===== config.mk =====
export PLATFORM = sky130hd
export DESIGN_NAME = pipe_hazard_ctrl
export DESIGN_NICKNAME = d
export VERILOG_FILES = /design/src/rtl/pipe_hazard_ctrl.sv
export SDC_FILE = /design/constraint.sdc
export NUM_CORES = 1
export LEC_CHECK = 0
export BUFFER_PORTS_ARGS = -buffer_cell sky130_fd_sc_hd__buf_2
export CAP_MARGIN = 10
export CORE_ASPECT_RATIO = 0.9
export CORE_MARGIN = 2
export CORE_UTILIZATION = 25
export CTS_CLUSTER_SIZE = 16
export DETAILED_ROUTE_END_ITERATION = 12
export PLACE_DENSITY = 0.47
export SLEW_MARGIN = 20
export SYNTH_ARGS = -nofsm -noshare
export SYNTH_HDL_FRONTEND = slang
export SYNTH_SLANG_ARGS = --single-unit

===== constraint.sdc =====
create_clock -name i_clk -period 6 [get_ports i_clk]
set_clock_uncertainty 0.2 [all_clocks]
set_input_delay 0.6 -clock i_clk [delete_from_list [all_inputs] [get_ports i_clk]]
set_output_delay 0.6 -clock i_clk [all_outputs]
set_load 0.02 [all_outputs]

===== src/rtl/pipe_hazard_ctrl.sv =====
// Stall/flush sequencer for the 5-stage pipeline: load-use bubbles, branch squash,
// memory-wait freeze with timeout watchdog, and saturating stall/flush counters.
module pipe_hazard_ctrl #(
    parameter int CNT_W       = 16,
    parameter int MEM_TIMEOUT = 64,
    parameter int TO_W        = 7
) (
    input  logic             i_clk,
    input  logic             i_rst,
    input  logic [4:0]       i_id_rs1_num,
    input  logic [4:0]       i_id_rs2_num,
    input  logic             i_id_uses_rs1,
    input  logic             i_id_uses_rs2,
    input  logic [4:0]       i_ex_rd_num,
    input  logic             i_ex_is_load,
    input  logic             i_ex_branch_taken,
    input  logic             i_mem_req,
    input  logic             i_mem_ready,
    output logic             pc_en,
    output logic             if_id_en,
    output logic             if_id_flush,
    output logic             id_ex_en,
    output logic             id_ex_flush,
    output logic             ex_mem_en,
    output logic             ex_mem_flush,
    output logic             mem_wb_en,
    output logic             mem_wb_flush,
    output logic [CNT_W-1:0] stall_cnt,
    output logic [CNT_W-1:0] flush_cnt,
    output logic             mem_err
);

    typedef enum logic [1:0] {
        ST_RUN      = 2'd0,
        ST_MEM_WAIT = 2'd1,
        ST_ERR      = 2'd2
    } state_t;

    // Control vector order: pc_en, if_id_en, if_id_flush, id_ex_en, id_ex_flush,
    // ex_mem_en, ex_mem_flush, mem_wb_en, mem_wb_flush
    localparam logic [8:0] CTL_RUN    = 9'b110101010;
    localparam logic [8:0] CTL_BRANCH = 9'b111111010;
    localparam logic [8:0] CTL_LUSE   = 9'b000111010;
    localparam logic [8:0] CTL_FREEZE = 9'b000000011;
    localparam logic [8:0] CTL_HALT   = 9'b000000000;
    localparam logic [8:0] CTL_RST    = 9'b001010101;

    localparam logic [TO_W-1:0]  TO_ZERO = {TO_W{1'b0}};
    localparam logic [TO_W-1:0]  TO_ONE  = {{(TO_W-1){1'b0}}, 1'b1};
    localparam logic [TO_W-1:0]  TO_LAST = TO_W'(MEM_TIMEOUT - 1);
    localparam logic [CNT_W-1:0] CNT_ZERO = {CNT_W{1'b0}};
    localparam logic [CNT_W-1:0] CNT_ONE  = {{(CNT_W-1){1'b0}}, 1'b1};
    localparam logic [CNT_W-1:0] CNT_MAX  = {CNT_W{1'b1}};

    state_t            state_r;
    state_t            state_nxt_s;
    logic [TO_W-1:0]   wait_cnt_r;
    logic [TO_W-1:0]   wait_nxt_s;
    logic [CNT_W-1:0]  stall_cnt_r;
    logic [CNT_W-1:0]  flush_cnt_r;
    logic              mem_err_r;
    logic              busy_s;
    logic              luse_s;
    logic              stall_inc_s;
    logic              flush_inc_s;
    logic [8:0]        res_ctl_s;
    logic              res_stall_s;
    logic              res_flush_s;
    logic [8:0]        ctl_s;
    logic [8:0]        ctl_out_s;

    function automatic logic src_match(input logic uses, input logic [4:0] src,
                                       input logic [4:0] rd);
        return uses & (src == rd);
    endfunction

    function automatic logic [CNT_W-1:0] sat_inc(input logic [CNT_W-1:0] v, input logic inc);
        if (inc && (v != CNT_MAX)) begin
            return v + CNT_ONE;
        end else begin
            return v;
        end
    endfunction

    assign busy_s = i_mem_req & ~i_mem_ready;
    assign luse_s = i_ex_is_load & (i_ex_rd_num != 5'd0) &
                    (src_match(i_id_uses_rs1, i_id_rs1_num, i_ex_rd_num) |
                     src_match(i_id_uses_rs2, i_id_rs2_num, i_ex_rd_num));

    // Hazard resolution when the pipe is free to move: branch beats load-use
    always_comb begin
        res_ctl_s   = CTL_RUN;
        res_stall_s = 1'b0;
        res_flush_s = 1'b0;
        if (i_ex_branch_taken) begin
            res_ctl_s   = CTL_BRANCH;
            res_flush_s = 1'b1;
        end else if (luse_s) begin
            res_ctl_s   = CTL_LUSE;
            res_stall_s = 1'b1;
        end else begin
            res_ctl_s   = CTL_RUN;
        end
    end

    // Next-state, wait counter and control vector
    always_comb begin
        ctl_s       = CTL_RUN;
        state_nxt_s = state_r;
        wait_nxt_s  = wait_cnt_r;
        stall_inc_s = 1'b0;
        flush_inc_s = 1'b0;
        case (state_r)
            ST_RUN: begin
                if (busy_s) begin
                    ctl_s       = CTL_FREEZE;
                    stall_inc_s = 1'b1;
                    wait_nxt_s  = TO_ONE;
                    state_nxt_s = (MEM_TIMEOUT == 1) ? ST_ERR : ST_MEM_WAIT;
                end else begin
                    ctl_s       = res_ctl_s;
                    stall_inc_s = res_stall_s;
                    flush_inc_s = res_flush_s;
                end
            end
            ST_MEM_WAIT: begin
                if (!i_mem_ready) begin
                    ctl_s       = CTL_FREEZE;
                    stall_inc_s = 1'b1;
                    wait_nxt_s  = wait_cnt_r + TO_ONE;
                    if (wait_cnt_r == TO_LAST) begin
                        state_nxt_s = ST_ERR;
                    end else begin
                        state_nxt_s = ST_MEM_WAIT;
                    end
                end else begin
                    ctl_s       = res_ctl_s;
                    stall_inc_s = res_stall_s;
                    flush_inc_s = res_flush_s;
                    wait_nxt_s  = TO_ZERO;
                    state_nxt_s = ST_RUN;
                end
            end
            ST_ERR: begin
                ctl_s       = CTL_HALT;
                state_nxt_s = ST_ERR;
            end
            default: begin
                ctl_s       = CTL_HALT;
                wait_nxt_s  = TO_ZERO;
                state_nxt_s = ST_RUN;
            end
        endcase
    end

    // Reset forces bubbles into every stage for as long as it is held
    assign ctl_out_s = i_rst ? ctl_s : CTL_RST;

    assign {pc_en, if_id_en, if_id_flush, id_ex_en, id_ex_flush,
            ex_mem_en, ex_mem_flush, mem_wb_en, mem_wb_flush} = ctl_out_s;

    // State, wait counter, performance counters and sticky error flag
    always_ff @(posedge i_clk or negedge i_rst) begin
        if (!i_rst) begin
            state_r     <= ST_RUN;
            wait_cnt_r  <= TO_ZERO;
            stall_cnt_r <= CNT_ZERO;
            flush_cnt_r <= CNT_ZERO;
            mem_err_r   <= 1'b0;
        end else begin
            state_r     <= state_nxt_s;
            wait_cnt_r  <= wait_nxt_s;
            stall_cnt_r <= sat_inc(stall_cnt_r, stall_inc_s);
            flush_cnt_r <= sat_inc(flush_cnt_r, flush_inc_s);
            mem_err_r   <= mem_err_r | (state_nxt_s == ST_ERR);
        end
    end

    assign stall_cnt = stall_cnt_r;
    assign flush_cnt = flush_cnt_r;
    assign mem_err   = mem_err_r;

endmodule


==> summary.md <==
| Metric | Value |
|---|---|
| Status | completed |
| GRT met3 Usage | 0.02566 |
| Peak VDD IR | 0.1101 mV |
| CP max-delay cell | or2_1 |
| Sequential element share of the synthesized area | 0.4786 |
| Avg Inst Size Synth | 10.92 µm² |
| CTS sink count | 42 |
| Die area | 9550 µm² |
| Hold Crit Class | in2async |
| I/O Buffers | between 60 and 70 |
| Register area | 1051 µm² |
| PostCTS Resize Cnt | 0 |
| Filler cell count | 903 |
| Tot GR Track Use | 0.1034 |
| CTS clk-pin slew, worst paths | approximately 80 ps |
| Core area | approximately 8600 µm² |
| Crit-path cells | buf_2 -> xor2_1 -> nor4_2 -> a32oi_1 -> or2_1 -> o311ai_1 -> buf_2 |
| I/O pin count | 65 |
| Relative slew slack | 0.4493 |
| Via density | 4.362 |
| Syn Nets | 227 |
| Vias in the first global route | 1649 |
| Final setup violation count | 0 |
| FP Rows | 32 |
| DRC viols | 0 |
| Root buf cell | clkbuf_8 |
| Fin nets | 294 |
| Fmax | 345.6 MHz |
| Count of unique library cells instantiated by Yosys | 39 |
| Ant diodes | 0 |
| First-pass GRT wire length | 7872 µm |
| Yosys reg bits | 42 |
| Critical Path Start | i_ex_rd_num[3] |
| Max-cap check violation count | 0 |
| Num CTS Buffers | 5 |
| CTS tree | built |
| Required time of the worst setup path | 5200 ps |
| Leakage | roughly 1.3 nW |
| Met2 Use GR | 0.1585 |
| Detailed Place HPWL | 3612 µm |
| Mapped Cells | 201 |
| Hold Vio Cnt, Final | 0 |
| Final Critical Period | around 2900 ps |
| Worst r2r src | stall_cnt[0] |
| Hold buffers post-CTS | 0 |
| Final GP Congestion | 0.7362 |
| Pin count of the biggest net entering global routing | 47 |
| Routed WL | 4830 µm |
| DRT Pass-1 Iters | 4 |
| Mapped Area | 2196 µm² |
| Die height | 92.91 µm |
| WL/cell | between 10 and 15 µm |
| Grt met1 use | 0.1469 |
| Multi-input logic area | about 1100 µm² |
| Cell Pwr Density | 280.0 nW/µm² |
| CP dominant cell by count | buf_2 |
| Clk buf depth | 2 |
| P&R area growth vs syn | 23.53% |
| Max FO, Critical Path | 3 |
| Synth Warn # | 0 |
| Worst Max-Slew Pin Slew | just over 800 ps |
| CTS HTree Levels | 2 |
| WP data arrival | 2090 ps |
| Routed Antenna Nets | 0 |
| Clock Latency Late Sink | 280 ps |
| Unrepaired setup endpoints after global routing | no |
| Total negative slack | 0 ps |
| Via count | 1688 |
| Final Max Slew Viols | 0 |
| Share of post-route cells with drive strength above 1 | 0.3284 |
| Worst path max stage delay | approximately 270 ps |
| Total power | 0.7595 mW |
| Critical path type | in2out |
| Gr busiest metal | met2 |
| Initial Util | 0.2563 |
| Setup crit start kind | input pin |
| Initial drt markers | 89 |
| Die W | between 100 and 150 µm |
| Initial antenna violation count | 0 |
| Post-CTS Setup Bufs | 0 |
| Grt total ovfl | 0 |
| Final period utilization | 0.4822 |
| Worst setup EP type | output port |
-- area by class of cell --
class	count	share of cell area
clock inverter	2	0.003690
multi-input combinational	151	0.4022
clock buffer	5	0.02537
sequential	42	0.3875
inverter	2	0.002768
timing repair buffer	66	0.1236
tap	119	0.05489
-- power by group --
| part | internal [mW] | switching [mW] |
|---|---|---|
| Clock | 0.0782 | 0.0929 |
| Combinational | 0.0862 | 0.124 |
| Sequential | 0.326 | 0.0526 |
| Total | 0.490 | 0.269 |
-- routing by layer --
metal  part of all wire  vias to the layer above
met5                  0                        -
met4             0.0062                        0
met3              0.043                        2
met2               0.45                       41
met1               0.50                      807
li1                   -                      838
-- critical path: cells and delay by family --
family | cells | cell delay [ps]
buffers and inverters | 2 | 340
xor gates and xnor gates | 1 | 170
and+or+nand+nor | 2 | 530
AOI/OAI and AO/OA | 2 | 440
-- worst paths after layout --
| check | slack, ps | cells after the start | end |
|---|---|---|---|
| worst max-delay path | 3110 | 7 | id_ex_flush |
| worst min-delay path | 190 | 2 | flush_cnt[14] |
| worst max register to register | 3200 | 7 | stall_cnt[1] |
| worst min register to register | 280 | 1 | stall_cnt[14] |
| max in group asynchronous | 5010 | 2 | wait_cnt_r[6] |
| min in group i_clk | 280 | 1 | stall_cnt[14] |
-- through the flow --
step	cell area, µm²	std cells	hold WS [ps]	setup WS, ps	utilization
finish	2713	387	194.8	3107	0.3166
CTS	2713	387	217.1	3072	0.3166
floorplan	2196	201	104.4	3181	-
global placement	2634	380	272.5	3108	0.3074
detailed placement	2634	380	277.1	3076	0.3074
global route	2713	387	228.1	2938	0.3166
-- Yosys cell counts, drive strengths merged --
cell type | count | area (µm²)
nand4 | 10 | 62.56
or4 | 1 | 7.510
nor3 | 3 | 15.01
nor2 | 10 | 37.54
and3 | 14 | 87.58
nor4 | 2 | 18.77
o21ba | 1 | 10.01
o311ai | 1 | 8.760
and2b | 1 | 7.510
a32o | 1 | 10.01
o211ai | 1 | 7.510
mux2 | 2 | 22.52
a32oi | 1 | 8.760
dfrtp | 42 | 1051
inv | 2 | 7.510
o21ai | 8 | 40.04
nand3 | 20 | 150.1
and4 | 3 | 26.28
mux2i | 1 | 10.01
nand2 | 15 | 58.81
xnor2 | 28 | 245.2
ha | 3 | 37.54
or2 | 2 | 12.52
xor2 | 17 | 148.9
a21oi | 2 | 10.01
buf | 5 | 42.53
clkbuf | 1 | 3.750
o41ai | 1 | 27.53
o21a | 1 | 7.510
and2 | 2 | 12.52
-- cell usage in the layout (no fill, tap or decap), types with 2 or more instances in the layout --
cell type / netlist / layout
nand2_1: 14 / 14
xnor2_1: 28 / 28
nor3_1: 3 / 3
o21ai_0: 6 / 6
nand3_2: 10 / 10
clkinv_2: 0 / 2
and3_1: 14 / 14
dfrtp_1: 42 / 42
nand3_1: 10 / 10
buf_4: 2 / 2
clkbuf_8: 0 / 5
nand4_1: 10 / 10
ha_1: 3 / 3
a21oi_1: 2 / 2
and4_1: 3 / 3
buf_2: 1 / 64
o21ai_1: 2 / 2
nor2_1: 10 / 10
inv_1: 2 / 2
xor2_1: 17 / 17
-- kinds of logic (layout without fill, tap and decap cells) --
kind of cell / after synthesis / count (layout) / share of synthesized area
simple gates: 83 / 83 / 0.2262
xor+xnor: 45 / 45 / 0.1795
flops: 42 / 42 / 0.4786
compound gates: 17 / 17 / 0.05927
buf+inv: 8 / 75 / 0.02450
fa+ha+maj: 3 / 3 / 0.01710
mux: 3 / 3 / 0.01481
-- flip-flops by register name (all words and copies together) (netlist names) --
signal and flops:
mem_err 1, state_r 2, wait_cnt_r 7, flush_cnt 16, stall_cnt 16
Note: power is estimated with default switching activity, not from simulation.
